===== src/rtl/eth_fcs_tx_sequencer.sv =====
// Ethernet TX FCS sequencer: forwards the frame, drives a byte-serial CRC engine,
// zero-pads short frames, truncates long ones and appends the FCS LSB byte first.
module eth_fcs_tx_sequencer #(
  parameter int DATA_W  = 8,
  parameter int CRC_W   = 32,
  parameter int MIN_LEN = 60,
  parameter int MAX_LEN = 1514,
  parameter int CNT_W   = 12
) (
  input  logic              clk,
  input  logic              rst,
  input  logic [DATA_W-1:0] s_data,
  input  logic              s_valid,
  input  logic              s_last,
  output logic              s_ready,
  output logic [DATA_W-1:0] m_data,
  output logic              m_valid,
  output logic              m_last,
  input  logic              m_ready,
  output logic              crc_init,
  output logic              crc_upd,
  output logic [DATA_W-1:0] crc_data,
  input  logic [CRC_W-1:0]  crc_result,
  output logic              busy,
  output logic [CNT_W-1:0]  frame_len,
  output logic              err_oversize
);

  localparam int FCS_BYTES = CRC_W / DATA_W;
  localparam int IDX_W     = (FCS_BYTES > 1) ? $clog2(FCS_BYTES) : 1;
  localparam logic [CNT_W-1:0] MIN_CNT  = CNT_W'(MIN_LEN);
  localparam logic [CNT_W-1:0] MAX_CNT  = CNT_W'(MAX_LEN);
  localparam logic [CNT_W-1:0] CNT_ONE  = CNT_W'(1);
  localparam logic [IDX_W-1:0] IDX_ONE  = IDX_W'(1);
  localparam logic [IDX_W-1:0] IDX_LAST = IDX_W'(FCS_BYTES - 1);

  typedef enum logic [2:0] {
    IDLE     = 3'd0,
    DATA     = 3'd1,
    PAD      = 3'd2,
    WAIT_CRC = 3'd3,
    FCS      = 3'd4,
    DISCARD  = 3'd5
  } state_t;

  state_t           state_r, state_nxt_s;
  logic [CNT_W-1:0] cnt_r, cnt_nxt_s, cnt_inc_s;
  logic [IDX_W-1:0] idx_r, idx_nxt_s;
  logic [CRC_W-1:0] fcs_r, fcs_nxt_s;
  logic [CNT_W-1:0] frame_len_r, frame_len_nxt_s;
  logic             discard_r, discard_nxt_s;
  logic             data_xfer_s;
  logic             at_max_s;

  assign cnt_inc_s   = cnt_r + CNT_ONE;
  assign at_max_s    = (cnt_inc_s == MAX_CNT);
  assign data_xfer_s = s_valid && m_ready;

  // State and datapath registers.
  always_ff @(posedge clk) begin
    if (rst) begin
      state_r     <= IDLE;
      cnt_r       <= {CNT_W{1'b0}};
      idx_r       <= {IDX_W{1'b0}};
      fcs_r       <= {CRC_W{1'b0}};
      frame_len_r <= {CNT_W{1'b0}};
      discard_r   <= 1'b0;
    end else begin
      state_r     <= state_nxt_s;
      cnt_r       <= cnt_nxt_s;
      idx_r       <= idx_nxt_s;
      fcs_r       <= fcs_nxt_s;
      frame_len_r <= frame_len_nxt_s;
      discard_r   <= discard_nxt_s;
    end
  end

  // Next-state and handshake decode; rst forces the quiescent output values.
  always_comb begin
    state_nxt_s     = state_r;
    cnt_nxt_s       = cnt_r;
    idx_nxt_s       = idx_r;
    fcs_nxt_s       = fcs_r;
    frame_len_nxt_s = frame_len_r;
    discard_nxt_s   = discard_r;
    s_ready         = 1'b0;
    m_data          = {DATA_W{1'b0}};
    m_valid         = 1'b0;
    m_last          = 1'b0;
    crc_init        = 1'b0;
    crc_upd         = 1'b0;
    crc_data        = {DATA_W{1'b0}};
    busy            = 1'b0;
    err_oversize    = 1'b0;
    frame_len       = frame_len_r;
    case (state_r)
      IDLE: begin
        crc_init      = 1'b1;
        cnt_nxt_s     = {CNT_W{1'b0}};
        discard_nxt_s = 1'b0;
        if (s_valid) begin
          state_nxt_s = DATA;
        end else begin
          state_nxt_s = IDLE;
        end
      end
      DATA: begin
        m_data   = s_data;
        crc_data = s_data;
        m_valid  = s_valid;
        s_ready  = m_ready;
        crc_upd  = data_xfer_s;
        if (data_xfer_s) begin
          cnt_nxt_s = cnt_inc_s;
          if (s_last || at_max_s) begin
            // Hitting MAX_LEN without s_last truncates; the rest is swallowed later.
            state_nxt_s   = (cnt_inc_s < MIN_CNT) ? PAD : WAIT_CRC;
            err_oversize  = at_max_s && !s_last;
            discard_nxt_s = at_max_s && !s_last;
          end else begin
            state_nxt_s = DATA;
          end
        end else begin
          cnt_nxt_s = cnt_r;
        end
      end
      PAD: begin
        m_valid = 1'b1;
        crc_upd = m_ready;
        if (m_ready) begin
          cnt_nxt_s   = cnt_inc_s;
          state_nxt_s = (cnt_inc_s == MIN_CNT) ? WAIT_CRC : PAD;
        end else begin
          cnt_nxt_s = cnt_r;
        end
      end
      WAIT_CRC: begin
        // Engine output settles one cycle after the final update.
        fcs_nxt_s       = crc_result;
        frame_len_nxt_s = cnt_r;
        idx_nxt_s       = {IDX_W{1'b0}};
        state_nxt_s     = FCS;
      end
      FCS: begin
        m_valid = 1'b1;
        m_data  = fcs_r[DATA_W*int'(idx_r) +: DATA_W];
        m_last  = (idx_r == IDX_LAST);
        if (m_ready) begin
          idx_nxt_s = idx_r + IDX_ONE;
          if (idx_r == IDX_LAST) begin
            state_nxt_s = discard_r ? DISCARD : IDLE;
          end else begin
            state_nxt_s = FCS;
          end
        end else begin
          idx_nxt_s = idx_r;
        end
      end
      DISCARD: begin
        s_ready = 1'b1;
        if (s_valid && s_last) begin
          state_nxt_s = IDLE;
        end else begin
          state_nxt_s = DISCARD;
        end
      end
      default: begin
        state_nxt_s = IDLE;
      end
    endcase
    if (rst) begin
      s_ready      = 1'b0;
      m_data       = {DATA_W{1'b0}};
      m_valid      = 1'b0;
      m_last       = 1'b0;
      crc_init     = 1'b1;
      crc_upd      = 1'b0;
      crc_data     = {DATA_W{1'b0}};
      err_oversize = 1'b0;
      busy         = 1'b0;
      frame_len    = {CNT_W{1'b0}};
    end else begin
      busy = (state_r != IDLE);
    end
  end

endmodule


===== config.mk =====
export PLATFORM = sky130hd
export DESIGN_NAME = eth_fcs_tx_sequencer
export DESIGN_NICKNAME = d
export VERILOG_FILES = /design/src/rtl/eth_fcs_tx_sequencer.sv
export SDC_FILE = /design/constraint.sdc
export NUM_CORES = 1
export LEC_CHECK = 0
export CAP_MARGIN = 5
export CORE_MARGIN = 1.5
export CORE_UTILIZATION = 55
export CTS_BUF_LIST = sky130_fd_sc_hd__clkbuf_2
export CTS_CLUSTER_DIAMETER = 50
export DETAILED_ROUTE_END_ITERATION = 7
export GPL_TIMING_DRIVEN = 0
export PLACE_DENSITY = 0.86
export SLEW_MARGIN = 20
export SYNTH_ARGS = -nofsm -noshare
export SYNTH_HDL_FRONTEND = slang
export SYNTH_SLANG_ARGS = --single-unit

===== constraint.sdc =====
create_clock -name clk -period 5.17 [get_ports clk]
set_clock_uncertainty 0.05 [all_clocks]
set_input_delay 1.034 -clock clk [delete_from_list [all_inputs] [get_ports clk]]
set_output_delay 1.034 -clock clk [all_outputs]
set_load 0.02 [all_outputs]

==> flow_summary.toml <==
[cts]
holdBufCountCts = 0
cts_htree_levels = 3
cts_tree = "done"
ctsResizeCount = 0
cts_sinks = 62
root_buffer = "clkbuf_2"
cts_buffer_depth = 2
numCtsBuffers = 9
post_cts_buffers = 0
clock_latency_ns = 0.51
cts.clk_slew.worst_paths_ns = 0.19

[floorplan]
die_w_um = 81.8
core-area_mm2 = 0.00596
dieArea_mm2 = 0.00669
die-height_um = 81.8
start_util_pct = 57.4
ios = 80
std_cell_rows = 28

[yosys]
synthCells = 440
syn_avg_cell_area_um2 = 7.77
synthFlopType = "dfxtp_1"
ys_warn_count = 0
seq_area_frac_synth_pct = 36.3
ys_ff_latch = 62
yosysUniqueCellTypes = 57
async_flop_share_pct = 0
synth_area_mm2 = 0.00342
syn-num-nets = 488
synth-edff-count = 0

[sta]
hold_viol_final = 0
slew_headroom_pct = 48.5
fin_setup_tns_ns = 0
setup_slack_ns = 0.502
post-route-min-period_ns = 4.67
worstMarginPinSlew_ns = 0.769
clock.fmax_mhz = 214
slew_viol_final = 0
fin_crit_sh_pct = 90.3
rsz0062_at_grt = "no"
setup_violations = 0

[global_routing]
grt_pass1_vias = 3366
overflow = 0
grt_max_degree = 12
grt_use_total_pct = 32.0
antenna_found_initial = 0
grt_pass1_wl_um = 16100

[route]
drc = 0
firstDrtPassIters = 5
avgViaCountPerCell = 6.02
wl_per_cell_um = 17.0
postRouteAntennaNets = 0
routed_wl_um = 10300
drt-initial-drc-count = 219
vias = 3672

[power_and_ir_drop]
leakage_nw = 1.60
total_power_mw = 1.00
p_per_area_mw_per_mm2 = 226
peakVddDrop_mv = 0.159

[cells_and_area]
syn_to_final_growth_pct = 29.9
insertedDiodeCount = 0
layout-drive-gt1-share_pct = 9.16
fin_nets = 578
stdcell_area_mm2 = 0.00444

[job]
maxCapViolCount = 0

[place]
post-place-ws_ns = 0.834
gp_congestion = 0.899
dp_hpwl_um = 7320
dpl-instance-area_mm2 = 0.00430
io_buffers = 79

[critical_path]
ff2ff_setup_slack_ns = 2.62
required_ns = 4.09
arrival_ns = 3.58
cp-end-kind = "primary output"
path_max_fanout = 9
critPathLaunchType = "flop"
crit_type = "reg2out"

[min_path]
hold_path.class = "reg2reg"

[run_status]
status = "finished, final reports clean"
==> cell families (layout without fill, tap and decap cells) <==
logic type	after synthesis	after routing	synth area share [%]
xor+xnor	5	5	1.28
buf+inv	42	137	7.14
mux	8	8	5.27
simple gates	212	212	30.0
flops	62	62	36.3
compound gates	108	108	18.9
fa+ha+maj	3	3	1.10
==> sequential cells by signal, indices dropped and copies added (netlist names) <==
name / cells
state_r: 3
frame_len_r: 12
cnt_r: 12
fcs_r: 32
discard_r: 1
idx_r: 2
==> worst paths after layout <==
check                 startpoint        endpoint  cells after the start
hold reg to reg   frame_len_r[5]  frame_len_r[5]                      2
setup / recovery        cnt_r[0]    err_oversize                     10
setup reg to reg        cnt_r[0]      state_r[1]                      9
hold / removal    frame_len_r[5]  frame_len_r[5]                      2
==> power by group <==
group / leakage [nW] / internal (mW) / switching, mW
registers: 0.500 / 0.483 / 0.00481
logic: 1.01 / 0.0771 / 0.0837
clock network: 0.0819 / 0.161 / 0.194
==> synth_stat cells (4+ instances only) <==
cell / count / area (um2)
dfxtp_1: 62 / 1240
nor3_1: 10 / 50.1
nor3b_1: 4 / 30.0
nor2_1: 29 / 109
clkbuf_1: 24 / 90.1
mux4_2: 8 / 180
buf_6: 5 / 56.3
inv_1: 5 / 18.8
nand2_1: 105 / 394
a21oi_1: 62 / 310
nand3_1: 9 / 45.0
and3_1: 10 / 62.6
a21o_1: 12 / 90.1
nand2b_1: 4 / 25.0
o21ai_0: 10 / 50.1
xnor2_1: 4 / 35.0
nor2b_1: 16 / 100
==> routing by layer <==
metal  vias up  track usage, %  part of all wire (%)
li1       1712               -                     -
met1      1759            42.5                    41
met2       180            51.7                    48
met3        21            5.89                   8.4
met4         0            12.2                   2.0
met5         -               0                     0
==> final cells by class <==
type	count	area, um2
tap	75	93.8
clock inverter	6	86.3
inverter	5	18.8
fill	484	1520
multi-input combinational	336	1930
clock buffer	10	50.0
buffer	37	225
sequential	62	1240
timing repair buffer	79	791
==> through the flow <==
stage / hold slack (ns) / util [%] / cells
global placement: 0.389 / 72.2 / 594
detailed placement: 0.397 / 72.2 / 594
floorplan: 0.382 / - / 440
finish: 0.418 / 74.5 / 610
CTS: 0.420 / 74.5 / 610
global route: 0.440 / 74.5 / 610
==> cells in the final DEF, fill, tap and decap left out, drive strengths merged, types with 2 or more instances in the layout <==
master / count
dfxtp: 62
and3: 12
nand2: 105
a31oi: 3
mux4: 8
ha: 3
nor2b: 16
nand3: 10
or3: 2
or4: 3
o21ai: 10
nor4: 3
a21oi: 62
buf: 10
nand4: 3
a311oi: 2
xnor2: 4
nor2: 29
o311ai: 2
or2: 2
a211oi: 3
nor3b: 6
a21o: 12
clkdlybuf4s50: 79
nor3: 12
bufinv: 2
clkbuf: 37
inv: 5
nand2b: 4
clkinv: 3
o21a: 3
==> worst max-delay path: stages, from the launching register on <==
cell and delay [ns]:
dfxtp_1 0.54, ha_1 0.23, buf_6 0.13, and3_4 0.18, buf_6 0.11, and3_1 0.15
o221ai_1 0.14, or4_4 0.58, or2_1 0.26, nor3_2 0.15, clkdlybuf4s50_1 0.62
Power figures use the tool's default switching activity.
==> RTL edit 1, RTL diff (same settings) <==
Put a register stage on the output `err_oversize`, with the module's reset. The value now appears one clock later. The other outputs are not delayed to match.
--- a/src/rtl/eth_fcs_tx_sequencer.sv
+++ b/src/rtl/eth_fcs_tx_sequencer.sv
@@ -43,4 +43,6 @@
     DISCARD  = 3'd5
   } state_t;
+
+  logic err_oversize_d;
 
   state_t           state_r, state_nxt_s;
@@ -92,5 +94,5 @@
     crc_data        = {DATA_W{1'b0}};
     busy            = 1'b0;
-    err_oversize    = 1'b0;
+    err_oversize_d  = 1'b0;
     frame_len       = frame_len_r;
     case (state_r)
@@ -116,5 +118,5 @@
             // Hitting MAX_LEN without s_last truncates; the rest is swallowed later.
             state_nxt_s   = (cnt_inc_s < MIN_CNT) ? PAD : WAIT_CRC;
-            err_oversize  = at_max_s && !s_last;
+            err_oversize_d = at_max_s && !s_last;
             discard_nxt_s = at_max_s && !s_last;
           end else begin
@@ -177,5 +179,5 @@
       crc_upd      = 1'b0;
       crc_data     = {DATA_W{1'b0}};
-      err_oversize = 1'b0;
+      err_oversize_d = 1'b0;
       busy         = 1'b0;
       frame_len    = {CNT_W{1'b0}};
@@ -185,4 +187,12 @@
   end
 
+  always_ff @(posedge clk) begin
+    if (rst) begin
+      err_oversize <= '0;
+    end else begin
+      err_oversize <= err_oversize_d;
+    end
+  end
+
 endmodule
 
Function: no difference found for any inputs over 10 cycles, from zero or initial values and one cycle with rst high; that may be too few to reach the edited logic, so the function may still have changed.
==> RTL edit 1 against the original RTL <==
  * Sequential share of layout area rose by 0.62 points
  * Global-route usage shrank 2.9 points
  * Largest power group unchanged
  * Sequential cell count is 1 higher
  * Count of clock-buffer cells in the layout is 1 lower
  * Power shrank 14%
  * Synthesized cell count down 0.45%
  * Critical path depth shrank 3
  * Critical endpoint is now crc_upd
  * Area after synthesis grew 1.0%
  * Worst setup slack gained 0.50 ns
  * First-iteration DRC count fell by 48%
  * Routed wire length decreased by 10%
  * Design area is 0.59% lower
==> RTL edit 1: results <==
[placement]
dp_cells = 590
place_ws_ns = 1.04
port_buffers = 77
gp_congestion = 0.893
dp_hpwl_microns = 6960

[critical_path]
crit_family = "buffers and inverters"
arrival_ns = 3.08
cp-startpoint = "s_valid"
r2r_cells = 8

[cells_and_area]
fill_cells = 487
layout.cells.non_filler = 606
drive_gt1_share_pct = 10.5

[pwr]
intPower_w = 0.000610
ir_worst_vdd_v = 0.000163
seqPwrFrac_pct = 57.2
power.leakage_nw = 1.49

[run_status]
status = "finished clean"

[sta]
tightest_slew_ns = 1.01

[route]
drt_iter0_markers = 114
vias_per_cell = 5.59
wl_per_cell_microns = 15.3
dr.pass1.iters = 4

[yosys]
netlist_top_cells_area = "dfxtp_1, nand2_1, a21oi_1, mux4_2, nor2b_1"
synth_nets = 486
netlist_instances = 438
post_synth_most_frequent_cells = "nand2_1, dfxtp_1, a21oi_1, clkbuf_1, nor2_1"
synth.distinct_cells = 50

[global_route]
grt_pass1_vias = 3150
grt_max_degree = 13
track_usage_pct = 29.2
grt_pass1_wl_microns = 14700

[clock_tree]
clk_pin_slew_ns = 0.17
## RTL edit 1: cell types whose count changed after synthesis, moves of 4 or more
cell / before / now
nand2_1: 105 / 101
or3_1: 2 / 6
nor2_1: 29 / 21
o21bai_1: 0 / 10
a21o_1: 12 / 1
and2_1: 1 / 10
and3_1: 10 / 3
inv_1: 5 / 14
mux2i_1: 0 / 5
o21ai_0: 10 / 14
nand4_1: 2 / 8
nand3_1: 9 / 5
## RTL edit 1: final cells by class
| type | instances | area share, % |
|---|---|---|
| sequential | 63 | 28.6 |
| tap | 75 | 2.13 |
| clock inverter | 7 | 1.13 |
| multi-input combinational | 324 | 42.9 |
| clock buffer | 9 | 1.02 |
| timing repair buffer | 77 | 17.5 |
| buffer | 37 | 5.53 |
| inverter | 14 | 1.19 |
## RTL edit 1: worst reg2reg max path, cell delays in order (launching register included)
cell and delay, ns:
dfxtp_1 0.58, ha_1 0.23, buf_6 0.13, nand3_1 0.13, nor2_1 0.26, and3_1 0.21, o22ai_1 0.10, o32a_1 0.34
nor3_1 0.16
## RTL edit 1: metal layers
metal	part of all wire, %	GRT usage (%)
met5	0	0
met4	2.2	12.4
met3	6.6	5.60
met2	47	46.6
met1	45	38.5
## RTL edit 1: worst paths after layout
kind	slack [ns]	endpoint
worst max-delay path	1.01	crc_upd
worst min-delay path	0.41	frame_len_r[5]
worst max register to register	2.92	state_r[0]
worst min register to register	0.41	frame_len_r[5]
## RTL edit 1: power groups by stage
stage,registers [W],clock network [W],logic (W)
finish,0.000491,0.000255,0.000113
global route,0.000492,0.000286,0.000122
CTS,0.000491,0.000257,0.000113
detailed placement,0.000501,0,0.000112
global placement,0.000501,0,0.000110
floorplan,0.000500,0,0.0000536
## RTL edit 1: cell families (layout without fill, tap and decap cells)
logic type               after synthesis  in the layout  synth area share, %
adder cells (fa/ha/maj)                3              3                 1.09
AND/OR/NAND/NOR                      202            202                 29.0
buffers and inverters                 51            144                 8.59
XOR/XNOR                               4              4                 1.02
flip-flops                            63             63                 36.5
multiplexers                          13             13                 6.67
AO/OA/AOI/OAI                        102            102                 17.1
## RTL edit 1: metrics by stage
step / total power (W) / util, %
after floorplan: 0.000554 / -
after global placement: 0.000611 / 72.1
after detailed placement: 0.000613 / 72.1
after CTS: 0.000861 / 73.6
after global routing: 0.000900 / 73.6
final: 0.000859 / 73.6
==> RTL edit 2, RTL diff (config.mk and constraints unchanged) <==
Without the edit above. Set the parameter `CRC_W` to 64 (it was 32).
--- a/src/rtl/eth_fcs_tx_sequencer.sv
+++ b/src/rtl/eth_fcs_tx_sequencer.sv
@@ -3,5 +3,5 @@
 module eth_fcs_tx_sequencer #(
   parameter int DATA_W  = 8,
-  parameter int CRC_W   = 32,
+  parameter int CRC_W   = 64,
   parameter int MIN_LEN = 60,
   parameter int MAX_LEN = 1514,
Ports: changed (resized crc_result); port bits go from 80 to 112. No check against the original RTL was run, so the function may have changed too.
==> RTL edit 2 against the original RTL <==
  * Routed wire length up 30%
  * Die area grew 38%
  * Critical path type is now in2out
  * Via count is 29% higher
  * Clock power decreased by 3%
  * Area after synthesis increased by 39%
  * Sequential cell count up 33
  * Synthesized cell count up 35%
  * Sequential share of layout area grew 3.2 points
  * Combinational power increased by 12%
  * Hold slack improved by 0.0021 ns
  * Largest cell class unchanged
  * Worst setup slack got worse by 0.27 ns
  * Power rose by 27%
  * Design area is 37% higher
==> RTL edit 2: results <==
[route]
dr.pass1.iters = 6
wl_per_cell_microns = 16.3
vias_per_cell = 5.74
drt_iter0_markers = 270

[placement]
gp_congestion = 0.939
port_buffers = 111
place_ws_ns = 0.290
dp_hpwl_microns = 10100

[run_status]
status = "finished clean"

[cells_and_area]
fill_cells = 643
nNetsFinal = 796
drive_gt1_share_pct = 7.93
largestRegisters = "fcs_r: 64 flops, cnt_r: 12 flops, frame_len_r: 12 flops"

[sta]
relSlewSlack_pct = 40.5

[yosys]
seq_area_frac_synth_pct = 40.0
synth.distinct_cells = 55
synth_nets = 674
post_synth_most_frequent_cells = "nand2_1, dfxtp_1, a21oi_1, clkbuf_1, nor2_1"
netlist_top_cells_area = "dfxtp_1, nand2_1, a21oi_1, mux4_2, clkbuf_1"
synth_flop_cell = "dfxtp_1"

[clock_tree]
clk_pin_slew_ns = 0.25
clock_path_buffers = 2
cts_buffers = 9
cts_setup_buffers = 0
clkLatencyLatePin_ns = 0.59

[global_route]
antenna_found_initial = 0
grt_max_degree = 18
grt_pass1_wl_microns = 21000
track_usage_pct = 30.4
grt_pass1_vias = 4501

[pwr]
powerDensity_mw_per_mm2 = 209
power.leakage_nw = 2.00
swShare_pct = 28.9
ir_worst_vdd_v = 0.000109

[critical_path]
cp_max_fo = 10
[RTL edit 2: changes by cell type after synthesis, moves of 8 or more]
cell      change
a21o_1       -10
a21oi_1      +32
and2_1        +8
clkbuf_1     +14
dfxtp_1      +33
mux2i_1      +10
mux4_2        +8
nand2_1      +55
o21ai_0       -8
o21bai_1      +9
[RTL edit 2: layer usage]
layer / track usage (%) / part of all wire, %
met3: 4.90 / 7.4
met2: 51.9 / 50
met5: 0 / 0
met1: 37.3 / 40
met4: 14.0 / 2.9
[RTL edit 2: cells by family after synthesis]
logic type / count (synthesis) / share of synthesized area [%]
AOI/OAI and AO/OA: 136 / 16.4
xor gates and xnor gates: 5 / 0.921
adders and majority gates: 5 / 1.32
buffers and inverters: 59 / 5.37
DFF: 95 / 40.0
muxes: 26 / 9.68
and+or+nand+nor: 266 / 26.3
[RTL edit 2: final timing paths]
check | from | endpoint | slack [ns] | cells after the start
worst max-delay path | rst | m_data[2] | 0.23 | 6
worst min-delay path | frame_len_r[0] | frame_len_r[0] | 0.42 | 2
worst max register to register | state_r[0] | discard_r | 2.73 | 5
worst min register to register | frame_len_r[0] | frame_len_r[0] | 0.42 | 2
[RTL edit 2: final cells by class]
type / count / share of cell area (%)
multi-input combinational: 438 / 42.6
clock inverter: 7 / 0.903
tap: 105 / 2.15
inverter: 4 / 0.246
timing repair buffer: 111 / 18.2
sequential: 95 / 31.2
clock buffer: 9 / 0.739
buffer: 55 / 3.94
[RTL edit 2: worst max-delay path, cell delays in order]
cell,delay (ns)
clkdlybuf4s50_1,0.53
nor4b_1,0.78
clkbuf_1,0.45
and2_1,0.26
o21bai_1,0.16
clkdlybuf4s50_1,0.64
[RTL edit 2: power by group through the flow]
stage               Combinational (W)  Sequential [W]  Clock (W)
floorplan                   0.0000772        0.000756          0
global placement             0.000176        0.000757          0
detailed placement           0.000179        0.000758          0
CTS                          0.000179        0.000745   0.000349
global route                 0.000193        0.000746   0.000378
finish                       0.000181        0.000745   0.000346
[RTL edit 2: stage by stage]
stage	cell area [sq um]	instances
CTS	6100	824
floorplan	4750	592
global placement	6000	808
global route	6100	824
finish	6100	824
detailed placement	6000	808
